==> src/rtl/bug_ctl.sv <==
`default_nettype none
// ============================================================================
//  Module   : bug_ctl
//  Purpose  : Bug sprite motion and catch-game controller. Bounces the bug
//             once per frame and scores left-clicks landing on the sprite.
//  Revision : 1.0 - initial release
// ============================================================================
module bug_ctl #(
    parameter int          SCREEN_W    = 800,
    parameter int          SCREEN_H    = 600,
    parameter int          BUG_W       = 32,
    parameter int          BUG_H       = 32,
    parameter int          STEP_X      = 2,
    parameter int          STEP_Y      = 1,
    parameter int          X_INIT      = 384,
    parameter int          Y_INIT      = 284,
    parameter int          HOLD_FRAMES = 30,
    parameter logic [15:0] LFSR_SEED   = 16'hACE1
) (
    input  logic        pclk,
    input  logic        reset,
    input  logic        vsync_in,
    input  logic [11:0] mouse_xpos,
    input  logic [11:0] mouse_ypos,
    input  logic        mouse_left,
    output logic [11:0] xpos,
    output logic [11:0] ypos,
    output logic        caught,
    output logic [7:0]  score
);

    localparam logic [12:0] c_XMAX     = 13'(SCREEN_W - BUG_W);
    localparam logic [12:0] c_YMAX     = 13'(SCREEN_H - BUG_H);
    localparam logic [12:0] c_STEP_X   = 13'(STEP_X);
    localparam logic [12:0] c_STEP_Y   = 13'(STEP_Y);
    localparam logic [12:0] c_BUG_WM1  = 13'(BUG_W - 1);
    localparam logic [12:0] c_BUG_HM1  = 13'(BUG_H - 1);
    localparam logic [11:0] c_X_INIT   = 12'(X_INIT);
    localparam logic [11:0] c_Y_INIT   = 12'(Y_INIT);
    localparam logic [15:0] c_HOLD     = 16'(HOLD_FRAMES);

    localparam logic [1:0]  c_S_MOVE    = 2'd0;
    localparam logic [1:0]  c_S_CAUGHT  = 2'd1;
    localparam logic [1:0]  c_S_RESPAWN = 2'd2;

    logic [1:0]  r_state;
    logic        r_dir_x;
    logic        r_dir_y;
    logic [15:0] r_hold;
    logic [15:0] r_lfsr;
    logic        r_vsync_d;
    logic        r_tick;
    logic        r_ml_s1;
    logic        r_ml_s2;
    logic        r_ml_d;
    logic        r_click;

    logic [12:0] w_x_sum;
    logic [12:0] w_y_sum;
    logic [11:0] w_xpos_nxt;
    logic [11:0] w_ypos_nxt;
    logic        w_dir_x_nxt;
    logic        w_dir_y_nxt;
    logic        w_hit;
    logic [12:0] w_xr;
    logic [12:0] w_yr;
    logic [11:0] w_x_spawn;
    logic [11:0] w_y_spawn;
    logic        w_lfsr_fb;

    assign w_x_sum = {1'b0, xpos} + c_STEP_X;
    assign w_y_sum = {1'b0, ypos} + c_STEP_Y;

    // One-frame step per axis, clamping to the edge and reversing there.
    always_comb begin
        w_xpos_nxt  = xpos;
        w_dir_x_nxt = r_dir_x;
        if (r_dir_x) begin
            if (w_x_sum <= c_XMAX) begin
                w_xpos_nxt = w_x_sum[11:0];
            end else begin
                w_xpos_nxt  = c_XMAX[11:0];
                w_dir_x_nxt = 1'b0;
            end
        end else if ({1'b0, xpos} >= c_STEP_X) begin
            w_xpos_nxt = xpos - c_STEP_X[11:0];
        end else begin
            w_xpos_nxt  = 12'd0;
            w_dir_x_nxt = 1'b1;
        end
    end

    always_comb begin
        w_ypos_nxt  = ypos;
        w_dir_y_nxt = r_dir_y;
        if (r_dir_y) begin
            if (w_y_sum <= c_YMAX) begin
                w_ypos_nxt = w_y_sum[11:0];
            end else begin
                w_ypos_nxt  = c_YMAX[11:0];
                w_dir_y_nxt = 1'b0;
            end
        end else if ({1'b0, ypos} >= c_STEP_Y) begin
            w_ypos_nxt = ypos - c_STEP_Y[11:0];
        end else begin
            w_ypos_nxt  = 12'd0;
            w_dir_y_nxt = 1'b1;
        end
    end

    assign w_hit = r_click
                && ({1'b0, mouse_xpos} >= {1'b0, xpos})
                && ({1'b0, mouse_xpos} <= ({1'b0, xpos} + c_BUG_WM1))
                && ({1'b0, mouse_ypos} >= {1'b0, ypos})
                && ({1'b0, mouse_ypos} <= ({1'b0, ypos} + c_BUG_HM1));

    // Respawn folds the 10-bit random value back into the legal range.
    assign w_xr      = {3'b000, r_lfsr[9:0]};
    assign w_yr      = {3'b000, r_lfsr[15:6]};
    assign w_x_spawn = (w_xr > c_XMAX) ? 12'(w_xr - c_XMAX) : w_xr[11:0];
    assign w_y_spawn = (w_yr > c_YMAX) ? 12'(w_yr - c_YMAX) : w_yr[11:0];
    assign w_lfsr_fb = r_lfsr[15] ^ r_lfsr[13] ^ r_lfsr[12] ^ r_lfsr[10];

    always_ff @(posedge pclk or negedge reset) begin
        if (!reset) begin
            r_state   <= c_S_MOVE;
            xpos      <= c_X_INIT;
            ypos      <= c_Y_INIT;
            r_dir_x   <= 1'b1;
            r_dir_y   <= 1'b1;
            caught    <= 1'b0;
            score     <= 8'd0;
            r_hold    <= 16'd0;
            r_lfsr    <= LFSR_SEED;
            r_vsync_d <= 1'b0;
            r_tick    <= 1'b0;
            r_ml_s1   <= 1'b0;
            r_ml_s2   <= 1'b0;
            r_ml_d    <= 1'b0;
            r_click   <= 1'b0;
        end else begin
            r_vsync_d <= vsync_in;
            r_tick    <= vsync_in & ~r_vsync_d;
            r_ml_s1   <= mouse_left;
            r_ml_s2   <= r_ml_s1;
            r_ml_d    <= r_ml_s2;
            r_click   <= r_ml_s2 & ~r_ml_d;
            r_lfsr    <= {r_lfsr[14:0], w_lfsr_fb};
            caught    <= 1'b0;

            case (r_state)
                c_S_MOVE: begin
                    // A catch takes priority over a coincident frame step.
                    if (w_hit) begin
                        caught  <= 1'b1;
                        if (score != 8'hFF) begin
                            score <= score + 8'd1;
                        end
                        r_hold  <= c_HOLD;
                        r_state <= c_S_CAUGHT;
                    end else if (r_tick) begin
                        xpos    <= w_xpos_nxt;
                        ypos    <= w_ypos_nxt;
                        r_dir_x <= w_dir_x_nxt;
                        r_dir_y <= w_dir_y_nxt;
                    end
                end
                c_S_CAUGHT: begin
                    // A zero hold count is treated like one frame.
                    if (r_tick) begin
                        if (r_hold <= 16'd1) begin
                            r_state <= c_S_RESPAWN;
                        end else begin
                            r_hold <= r_hold - 16'd1;
                        end
                    end
                end
                c_S_RESPAWN: begin
                    xpos    <= w_x_spawn;
                    ypos    <= w_y_spawn;
                    r_dir_x <= r_lfsr[0];
                    r_dir_y <= r_lfsr[1];
                    r_state <= c_S_MOVE;
                end
                default: begin
                    r_state <= c_S_MOVE;
                end
            endcase
        end
    end

endmodule
`default_nettype wire
==> config.mk <==
export PLATFORM = sky130hd
export DESIGN_NAME = bug_ctl
export DESIGN_NICKNAME = d
export VERILOG_FILES = /design/src/rtl/bug_ctl.sv
export SDC_FILE = /design/constraint.sdc
export NUM_CORES = 1
export LEC_CHECK = 0
export BUFFER_PORTS_ARGS = -buffer_cell sky130_fd_sc_hd__buf_2
export CAP_MARGIN = 20
export CORE_AREA = 2 2 89 125
export CTS_BUF_LIST = sky130_fd_sc_hd__clkbuf_4
export DETAILED_ROUTE_END_ITERATION = 6
export DIE_AREA = 0 0 91 127
export GPL_ROUTABILITY_DRIVEN = 0
export PLACE_DENSITY = 0.91
export REMOVE_ABC_BUFFERS = 1
export SETUP_SLACK_MARGIN = 0.05
export SLEW_MARGIN = 20
export SYNTH_ARGS = -nofsm -noshare
export SYNTH_HDL_FRONTEND = slang
export SYNTH_SLANG_ARGS = --single-unit
export TNS_END_PERCENT = 100
==> constraint.sdc <==
create_clock -name pclk -period 4.65 [get_ports pclk]
set_input_delay 0.465 -clock pclk [delete_from_list [all_inputs] [get_ports pclk]]
set_output_delay 0.465 -clock pclk [all_outputs]
set_load 0.005 [all_outputs]
; Yosys cells after proc, flatten, opt, wreduce, memory -nomap -nowiden
; Cells that the tools add are included.
[totals]
ff_bits = 75
ram_bits = 0
latch_bits = 0
out_inout_bits = 33
memories = 0
inputBits = 28
romBits = 0
[op_classes]
add_sub_neg = 10
reduce_logical = 11
order_cmp = 11
shifts = 0
eq_ne = 9
div = 0
n_mux = 36
n_bitwise = 7
multipliers = 0
[ops]
columns = cell, count
row1 = 12-bit 2-to-1 mux, 12
row2 = 16-bit 2-to-1 mux, 3
row3 = 12-bit case mux with 2 select lines, 2
row4 = 16-bit case mux with 2 select lines, 1
row5 = 12-bit by 5-bit adder with 13-bit output (second input constant), 2
row6 = 12-bit by 13-bit <= comparator with 1-bit output, 2
row7 = 13-bit by 10-bit <= comparator with 1-bit output (second input constant), 2
row8 = 12-bit greater-or-equal comparator, 2
row9 = 10-bit by 10-bit subtractor with 11-bit output (second input constant), 2
row10 = 10-bit > comparator (second input constant), 2
row11 = 16-bit by 1-bit <= comparator with 1-bit output (second input constant), 1
row12 = 16-bit by 1-bit subtractor with 16-bit output (second input constant), 1
row13 = 12-bit by 1-bit adder with 13-bit output (second input constant), 1
row14 = 12-bit by 2-bit adder with 13-bit output (second input constant), 1
row15 = 12-bit by 1-bit greater-or-equal comparator with 1-bit output (second input constant), 1
row16 = 12-bit by 2-bit greater-or-equal comparator with 1-bit output (second input constant), 1
row17 = 1-bit 2-to-1 mux, 12
row18 = 2-bit inequality test (second input constant), 6
row19 = 12-bit by 1-bit subtractor with 12-bit output (second input constant), 1
row20 = 12-bit by 2-bit subtractor with 12-bit output (second input constant), 1
row21 = 3-bit AND reduction, 3
row22 = 8-bit by 1-bit adder with 8-bit output (second input constant), 1
row23 = 8-bit inequality test (second input constant), 1
row24 = 2-bit 2-to-1 mux, 3
row25 = 11 further kinds, 20

; Longest topological paths before layout
; Gate-level depths: netlist (run 1).
[logic_depth]
ltp_word = 7
mapped_depth = 17
ltp_nobuf = 15

; Worst setup path after synthesis (run 1)
; No wires, ideal clock.
[synth_path]
path_type = register to register
from = reg xpos[2]
to = reg r_hold[1]
arrival_ns = 3.581
slack_ns = 0.942
path_buffers = 1
t_required_ns = 4.522
stages_incl_launch_ff = 16
cell_sequence = dfrtp_1 -> buf_2 -> inv_1 -> ha_1 -> nand3_1 -> nor2_1 -> or2_2 -> nor4_1 -> xnor2_1 -> ha_1 -> a21oi_1 -> nand2_1 -> o41ai_2 -> nand4_2 -> o21ai_2 -> mux2_1
[synth_between]
elab_chain_cells = 7
[synth_rtl]
columns = element, line
row1 = "start, declared", 26  ; output logic [11:0] xpos,
row2 = "start signal, assigned", 127  ; xpos <= c_X_INIT;
row3 = "start signal, assigned", 162  ; xpos <= w_xpos_nxt;
row4 = "start signal, assigned", 179  ; xpos <= w_x_spawn;
row5 = 12-bit by 5-bit adder with 13-bit output or 12-bit greater-or-equal comparator (tied branches), "113, 112"
row6 = 12-bit by 13-bit <= comparator with 1-bit output or 1-bit logical AND (tied branches), "113, 112"
row7 = 1-bit logical AND (*), 113  ; && ({1'b0, mouse_xpos} <= ({1'b0, xpos} + c_BUG_WM1))
row8 = 1-bit logical AND (*), 114  ; && ({1'b0, mouse_ypos} >= {1'b0, ypos})
row9 = 1-bit logical AND (*), 115  ; && ({1'b0, mouse_ypos} <= ({1'b0, ypos} + c_BUG_HM1));
row10 = 2-bit inequality test (no line) (*), -
row11 = 4-bit AND reduction (no line) (*), -
row12 = "end signal, assigned", 159  ; r_hold <= c_HOLD;
row13 = "end signal, assigned", 174  ; r_hold <= r_hold - 16'd1;
row14 = "end, declared", 49  ; logic [15:0] r_hold;
; Every way passes the cells marked *; elsewhere a longest branch is shown, timed or not.
; A chain may end at the register's enable or synchronous reset.

; Worst setup path after layout (run 1)
[layout_path]
from = reg ypos[0]
to = reg score[5]
[layout_between]
elab_chain_cells = 4
[layout_rtl]
columns = element, line
row1 = "start, declared", 27  ; output logic [11:0] ypos,
row2 = "start signal, assigned", 128  ; ypos <= c_Y_INIT;
row3 = "start signal, assigned", 163  ; ypos <= w_ypos_nxt;
row4 = "start signal, assigned", 180  ; ypos <= w_y_spawn;
row5 = 12-bit by 5-bit adder with 13-bit output or 12-bit greater-or-equal comparator (tied branches), "115, 114"
row6 = 12-bit by 13-bit <= comparator with 1-bit output or 1-bit logical AND (tied branches), "115, 114"
row7 = 1-bit logical AND (*), 115
row8 = 3-bit AND reduction (no line) (*), -
row9 = "end signal, assigned", 157  ; score <= score + 8'd1;
row10 = "end, declared", 29  ; output logic [7:0] score
; Marked as above.

==> results.yml, run 1 <==
setup_path:
  endpoint_kind: "flop"
  crit_top_cell: "nor4_1"
  path_class: "reg2reg"
  crit_slowest_cell: "dfrtp_1"
  start_kind: "flop"
  r2r_slack_ns: 0.34
  worstSetupPathDepth: 15
  rr_endpoint: "score[5]"
  crit_buf_inv: 2
  r2r-start: "ypos[0]"
  path_delay_family: "simple AND/OR/NAND/NOR gates"
  crit_fanout: 10
  crit_arrival_ns: 4.68
  required_ns: 5.02
  path_cells: "inv_1 > ha_1 > nor4b_4 > buf_4 > nor2_1 > nand3_1 > xnor2_1 > ha_1 > nand4_1 > nor4_1 > nor3_2 > nor4_1 > nand2_1 > nor4_1 > xor2_1"
  cp_slowest_stage_delay_ns: 0.58
  r2r_cells: 15
route:
  ant_nets: 0
  num_vias: 6387
  dr.pass1.iters: 7
  routed_wl_um: 17500
  avgViaCountPerCell: 6.86
  drc: 0
  drt_iter0_drc: 815
  wl_per_cell_um: 18.8
pwr:
  pwr-share-comb_pct: 55.3
  p_sw_share_pct: 48.8
  power_density_mw_per_mm2: 533
  internal_power_mw: 1.88
  p_leak_nw: 2.95
  power_mw: 3.68
  ir_drop_uv: 260
  switching_power_mw: 1.80
  power.share.clock_pct: 12.4
  power_frac_seq_pct: 32.3
clock_network:
  clk_pin_slew_ns: 0.11
  cts_tree: "built"
  cts_max_level: 3
  clock_latency_ns: 0.46
  cts_num_sinks: 75
  cts-buffers-inserted: 9
  cts.path.max_buffers: 2
  clockRootBuffer: "clkbuf_4"
logic_synthesis:
  synth-main-ff-cell: "dfrtp_1"
  synth_top_area_cell: "dfrtp_1"
  syn_inst: 733
  synth_top_area_share_pct: 23.4
  synth_warnings: 0
  synth_area_per_cell_um2: 8.62
  synth.area.mux_share_pct: 1.84
  synth_area_leaders: "dfrtp_1 (23%), ha_1 (12%), dfstp_2 (6.7%)"
  yosysSeqAreaShare_pct: 30.0
  netlist_area_mm2: 0.00632
  synth_adder_area_share_pct: 12.3
  yosys.area_share.simple_pct: 23.9
  async_reset_ff_share_pct: 100
  ys_seq_elements: 75
  synth_top_family_by_area: "simple AND/OR/NAND/NOR gates"
  synth_edf_count: 0
  yosys.area_share.xor_xnor_pct: 5.68
  ys_types: 88
  synth_compound_area_share_pct: 21.2
final_layout:
  layout_commonest_cell: "nand2_1"
  fill_cells: 829
  seq_area_mm2: 0.00190
  area_growth_pct: 9.23
  finalInstanceArea_mm2: 0.00690
  multiInputGateArea_mm2: 0.00410
  most-common-layout-cells: "nand2_1 (66), nor2_1 (63), ha_1 (62)"
  nNetsFinal: 877
  fin_util_pct: 66.7
  drive_above_1_share_pct: 17.9
placement:
  pre_cts_slack_ns: 0.334
  dp_hpwl_um: 13100
  portBuffers: 60
  dpl_cell_area_mm2: 0.00670
timing:
  period_needed_ns: 4.31
  fin_skew_ns: 0.0269
  tns_ns: 0
  maxSlewViolCount: 0
  finalCritPeriodShare_pct: 92.6
  setup_ws_ns: 0.343
  tightest_slew_ns: 1.01
  hold_violations: 0
  rsz0062_at_grt: "false"
  max_freq_mhz: 232
  setup_viol: 0
  slew-limit-headroom_pct: 32.4
worst_hold_path:
  hold_end: "r_ml_s1"
  min_path_cells: 1
  hp-class: "in2reg"
  min_from: "mouse_left"
grt:
  grt_first_pass_wirelength_um: 28800
  overflow: 0
  grt_max_degree: 55
  antenna_found_initial: 1
  grt_pass1_vias: 6228
  gr-usage-all-layers_pct: 30.3
die:
  core_area_mm2: 0.0103
  die-height_um: 127
  initial_core_util_pct: 61.0
  pin_count: 61
  die_x_um: 91
  rows: 44
  die_area_mm2: 0.0116
run_status:
  status: "finished, final reports clean"
run:
  maxCapViolCount: 0
==> Yosys cell counts, drive strengths merged (8+ instances only) <==
| cell | instances |
|---|---|
| nor2 | 64 |
| nand3 | 34 |
| a21oi | 35 |
| clkbuf | 15 |
| nor3 | 30 |
| dfrtp | 59 |
| a31oi | 33 |
| nand4 | 18 |
| buf | 16 |
| nor4 | 21 |
| nor2b | 9 |
| o31ai | 8 |
| a211oi | 8 |
| xnor2 | 31 |
| dfstp | 16 |
| ha | 62 |
| o211ai | 12 |
| nand2 | 67 |
| inv | 41 |
| xor2 | 10 |
| o21ai | 27 |
==> logic make-up after synthesis <==
group           after synthesis
simple gates                283
compound gates              187
flops                        75
buf+inv                      74
fa+ha+maj                    62
xor+xnor                     41
mux                          11
==> final cells by class <==
class | instances | share of cell area (%)
clock inverters | 7 | 1.34
well taps | 138 | 2.50
multi-input cells | 584 | 59.4
clock buffers | 9 | 0.979
inverters | 43 | 2.34
diodes | 1 | 0.0363
repair buffers | 74 | 5.91
flip-flops and latches | 75 | 27.5
==> how the worst max path moves through the flow <==
stage,end,from,slack [ns]
floorplan,r_hold[1],xpos[2],0.46
global placement,score[1],ypos[0],0.50
detailed placement,score[5],ypos[0],0.33
CTS,score[5],ypos[0],0.32
global route,score[5],ypos[0],0.10
finish,score[5],ypos[0],0.34
==> worst register-to-register path, cell delays in order (launching register included) <==
cell and delay (ns):
dfrtp_1 0.58, inv_1 0.22, ha_1 0.33, nor4b_4 0.16, buf_4 0.17, nor2_1 0.21
nand3_1 0.15, xnor2_1 0.17, ha_1 0.29, nand4_1 0.13, nor4_1 0.53, nor3_2 0.16
nor4_1 0.28, nand2_1 0.19, nor4_1 0.49, xor2_1 0.18
==> sequential cells by signal (all words and copies together) (netlist names), 2 cells and up <==
| signal | cells |
|---|---|
| r_lfsr | 16 |
| ypos | 12 |
| r_hold | 16 |
| r_state | 2 |
| xpos | 12 |
| score | 8 |
==> power groups by stage <==
stage | registers [mW] | logic (mW) | clock network (mW)
after detailed placement | 1.18 | 1.96 | 0
final | 1.19 | 2.03 | 0.456
after global placement | 1.16 | 1.87 | 0
after CTS | 1.17 | 1.98 | 0.461
after global routing | 1.21 | 2.23 | 0.488
after floorplan | 1.13 | 1.38 | 0
==> timing repair <==
item | in CTS | in global routing
setup endpoints to repair | 0 | 4
resized for setup | 0 | 0
buffers inserted | 0 | 4
hold endpoints to repair | 19 | 0
hold buffers | 1 | 0
==> stage by stage <==
stage / cells / hold WS, ns
floorplan: 702 / 0.169
global placement: 909 / 0.334
detailed placement: 909 / 0.339
CTS: 926 / 0.0947
global route: 931 / 0.0930
finish: 931 / 0.124
==> per-layer routing <==
metal | global-route usage (%) | up-vias | part of all wire [%]
met5 | 0 | - | 0
met4 | 22.2 | 0 | 6.5
met3 | 4.89 | 135 | 8.6
met2 | 50.8 | 438 | 49
met1 | 34.9 | 2951 | 36
li1 | - | 2863 | -
Note: power is estimated with default switching activity, not from simulation.
==> run 2, diff against run 1 <==
--- a/config.mk
+++ b/config.mk
@@ -5,14 +5,14 @@
 export SDC_FILE = /design/constraint.sdc
 export NUM_CORES = 1
 export LEC_CHECK = 0
-export BUFFER_PORTS_ARGS = -buffer_cell sky130_fd_sc_hd__buf_2
 export CAP_MARGIN = 20
-export CORE_AREA = 2 2 89 125
+export CORE_AREA = 2 2 87 122
 export CTS_BUF_LIST = sky130_fd_sc_hd__clkbuf_4
 export DETAILED_ROUTE_END_ITERATION = 6
-export DIE_AREA = 0 0 91 127
+export DIE_AREA = 0 0 89 124
+export DONT_BUFFER_PORTS = 1
 export GPL_ROUTABILITY_DRIVEN = 0
-export PLACE_DENSITY = 0.91
+export PLACE_DENSITY = 0.89
 export REMOVE_ABC_BUFFERS = 1
 export SETUP_SLACK_MARGIN = 0.05
 export SLEW_MARGIN = 20
==> run 2 against run 1 <==
  * The run now ends with design-rule violations left
  * Clock power is 29% lower
  * Worst setup slack better by 0.088 ns
  * Core utilization is 0.61 points lower
  * Combinational power is 4% lower
  * Via count is 5.9% lower
  * Count of clock-buffer cells in the layout stayed put
  * Sequential share of layout area is 1.5 points higher
  * Total power is 5.9% lower
  * Cell count is 7.1% lower
  * First-iteration DRC count is 9.1% lower
  * Clock skew is 0.0028 ns lower
  * Wire length is 2.3% lower
==> results.yml, run 2 (same netlist as run 1, synthesis figures left out) <==
final_layout:
  drive_above_1_share_pct: 10.5
  multiInputGateArea_mm2: 0.00410
  fill_cells: 833
  most-common-layout-cells: "nand2_1 (66), nor2_1 (63), ha_1 (62)"
  antennaDiodeCount: 0
  instances_no_fill: 865
  seq_area_mm2: 0.00190
  area_growth_pct: 3.52
  layout_commonest_cell: "nand2_1"
  nNetsFinal: 815
  largestRegisters: "r_hold: 16 flops, r_lfsr: 16 flops"
setup_path:
  crit_buf_inv: 1
  required_ns: 4.95
  path_delay_family: "simple AND/OR/NAND/NOR gates"
  crit_top_cell: "nor2_1"
  crit_arrival_ns: 4.52
  endpoint_kind: "flop"
  start_kind: "flop"
  path_class: "reg2reg"
  cp_slowest_stage_delay_ns: 0.52
  path_cells: "inv_1 > ha_1 > nor4b_4 > nor2_1 > xnor2_1 > ha_1 > nand4_1 > nor4_1 > nor3_2 > nor2_1 > and4_4 > nor2_1 > o311ai_0"
  crit_fanout: 11
  crit_slowest_cell: "dfrtp_1"
clock_network:
  cts_num_sinks: 75
  clk_pin_slew_ns: 0.12
  cts_tree: "built"
  cts_max_level: 3
  clock_latency_ns: 0.44
  clockRootBuffer: "clkbuf_4"
  post_cts_buffers: 0
  cts.path.max_buffers: 2
  ctsResizeCount: 0
  cts-buffers-inserted: 9
placement:
  dp_hpwl_um: 13000
  placed_cells: 847
  portBuffers: 0
grt:
  overflow: 0
  grt_max_degree: 76
  grt_pass1_vias: 5926
  gr-usage-all-layers_pct: 32.5
  grt_first_pass_wirelength_um: 28100
  antenna_found_initial: 0
route:
  wl_per_cell_um: 19.8
  avgViaCountPerCell: 6.95
  drt_iter0_drc: 741
  routed_wl_um: 17100
  dr.pass1.iters: 7
  drc: 1
  num_vias: 6009
  ant_nets: 0
die:
  initial_core_util_pct: 63.8
  die_x_um: 89
  die_area_mm2: 0.0110
  rows: 43
  core_area_mm2: 0.00990
  die-height_um: 124
  pin_count: 61
timing:
  rsz0062_at_grt: "false"
  fin_skew_ns: 0.0241
  max_freq_mhz: 237
  maxSlewViolCount: 0
  slew-limit-headroom_pct: 34.2
  hold_violations: 0
  tightest_slew_ns: 0.985
  setup_viol: 0
  finalCritPeriodShare_pct: 90.7
  period_needed_ns: 4.22
  holdWs_ns: 0.0576
  tns_ns: 0
worst_hold_path:
  hp-class: "in2reg"
pwr:
  power.share.clock_pct: 9.3
  switching_power_mw: 1.75
  power_mw: 3.46
  p_sw_share_pct: 50.6
  internal_power_mw: 1.71
  power_density_mw_per_mm2: 529
  p_leak_nw: 2.67
  ir_drop_uv: 319
  pwr-share-comb_pct: 56.1
  power_frac_seq_pct: 34.6
run:
  maxCapViolCount: 0
run_status:
  status: "finished with violations"
  violations: "design-rule violations"
[run 2: cell count changes in the layout (fill, tap and decap cells not counted), moves of 2 or more]
| cell | delta |
|---|---|
| clkinv_1 | +3 |
| clkinvlp_4 | -2 |
| buf_2 | -60 |
| buf_4 | -3 |
| bufinv_16 | -2 |
[run 2: final cells by class]
cell class,instances,share of cell area [%]
Tap cell,135,2.58
Inverter,43,2.47
Timing Repair Buffer,12,1.72
Multi-Input combinational cell,584,62.7
Clock inverter,7,0.516
Clock buffer,9,1.03
Sequential cell,75,29.0
[run 2: through the flow]
stage | instance area (um2) | util, % | setup WS [ns]
after floorplan | 6160 | - | 0.462
after CTS | 6540 | 66.1 | 0.542
after detailed placement | 6400 | 64.7 | 0.594
after global placement | 6400 | 64.7 | 0.785
after global routing | 6540 | 66.1 | 0.112
final | 6540 | 66.1 | 0.431
[run 2: repair_timing]
item,in CTS,in global routing
hold buffers,2,0
endpoints found under the hold margin,75,0
setup endpoints to repair,0,0
[run 2: final timing paths]
kind                             endpoint  cells after the start      start  slack, ns
worst min register to register  r_lfsr[6]                      0  r_lfsr[5]       0.38
max in group asynchronous       r_lfsr[0]                      2      reset       3.73
min in group asynchronous        score[2]                      2      reset       0.55
worst min-delay path            r_vsync_d                      0   vsync_in       0.06
worst max register to register    xpos[1]                     13    ypos[0]       0.43
worst max-delay path              xpos[1]                     13    ypos[0]       0.43
[run 2: routing by layer]
metal	vias to the layer above	track usage, %	wire length (um)	share of wire, %
li1	2738	-	-	-
met5	-	0	0	0
met1	2819	36.7	6370	37
met4	0	18.9	1010	5.9
met3	98	8.42	1410	8.2
met2	354	54.6	8310	49
[run 2: power groups by stage]
stage	registers, mW	logic, mW	clock network (mW)
3_3_place_gp	1.18	1.77	0
4_1_cts	1.18	1.89	0.334
6_report	1.20	1.94	0.322
2_1_floorplan	1.13	1.38	0
5_1_grt	1.22	2.14	0.362
3_5_place_dp	1.19	1.86	0
[run 2: worst register-to-register path, stage by stage, from the launching register on]
cell and delay (ns):
dfrtp_1 0.52, inv_1 0.19, ha_1 0.31, nor4b_4 0.50
nor2_1 0.16, xnor2_1 0.17, ha_1 0.33, nand4_1 0.17
nor4_1 0.50, nor3_2 0.15, nor2_1 0.20, and4_4 0.37
nor2_1 0.14, o311ai_0 0.38
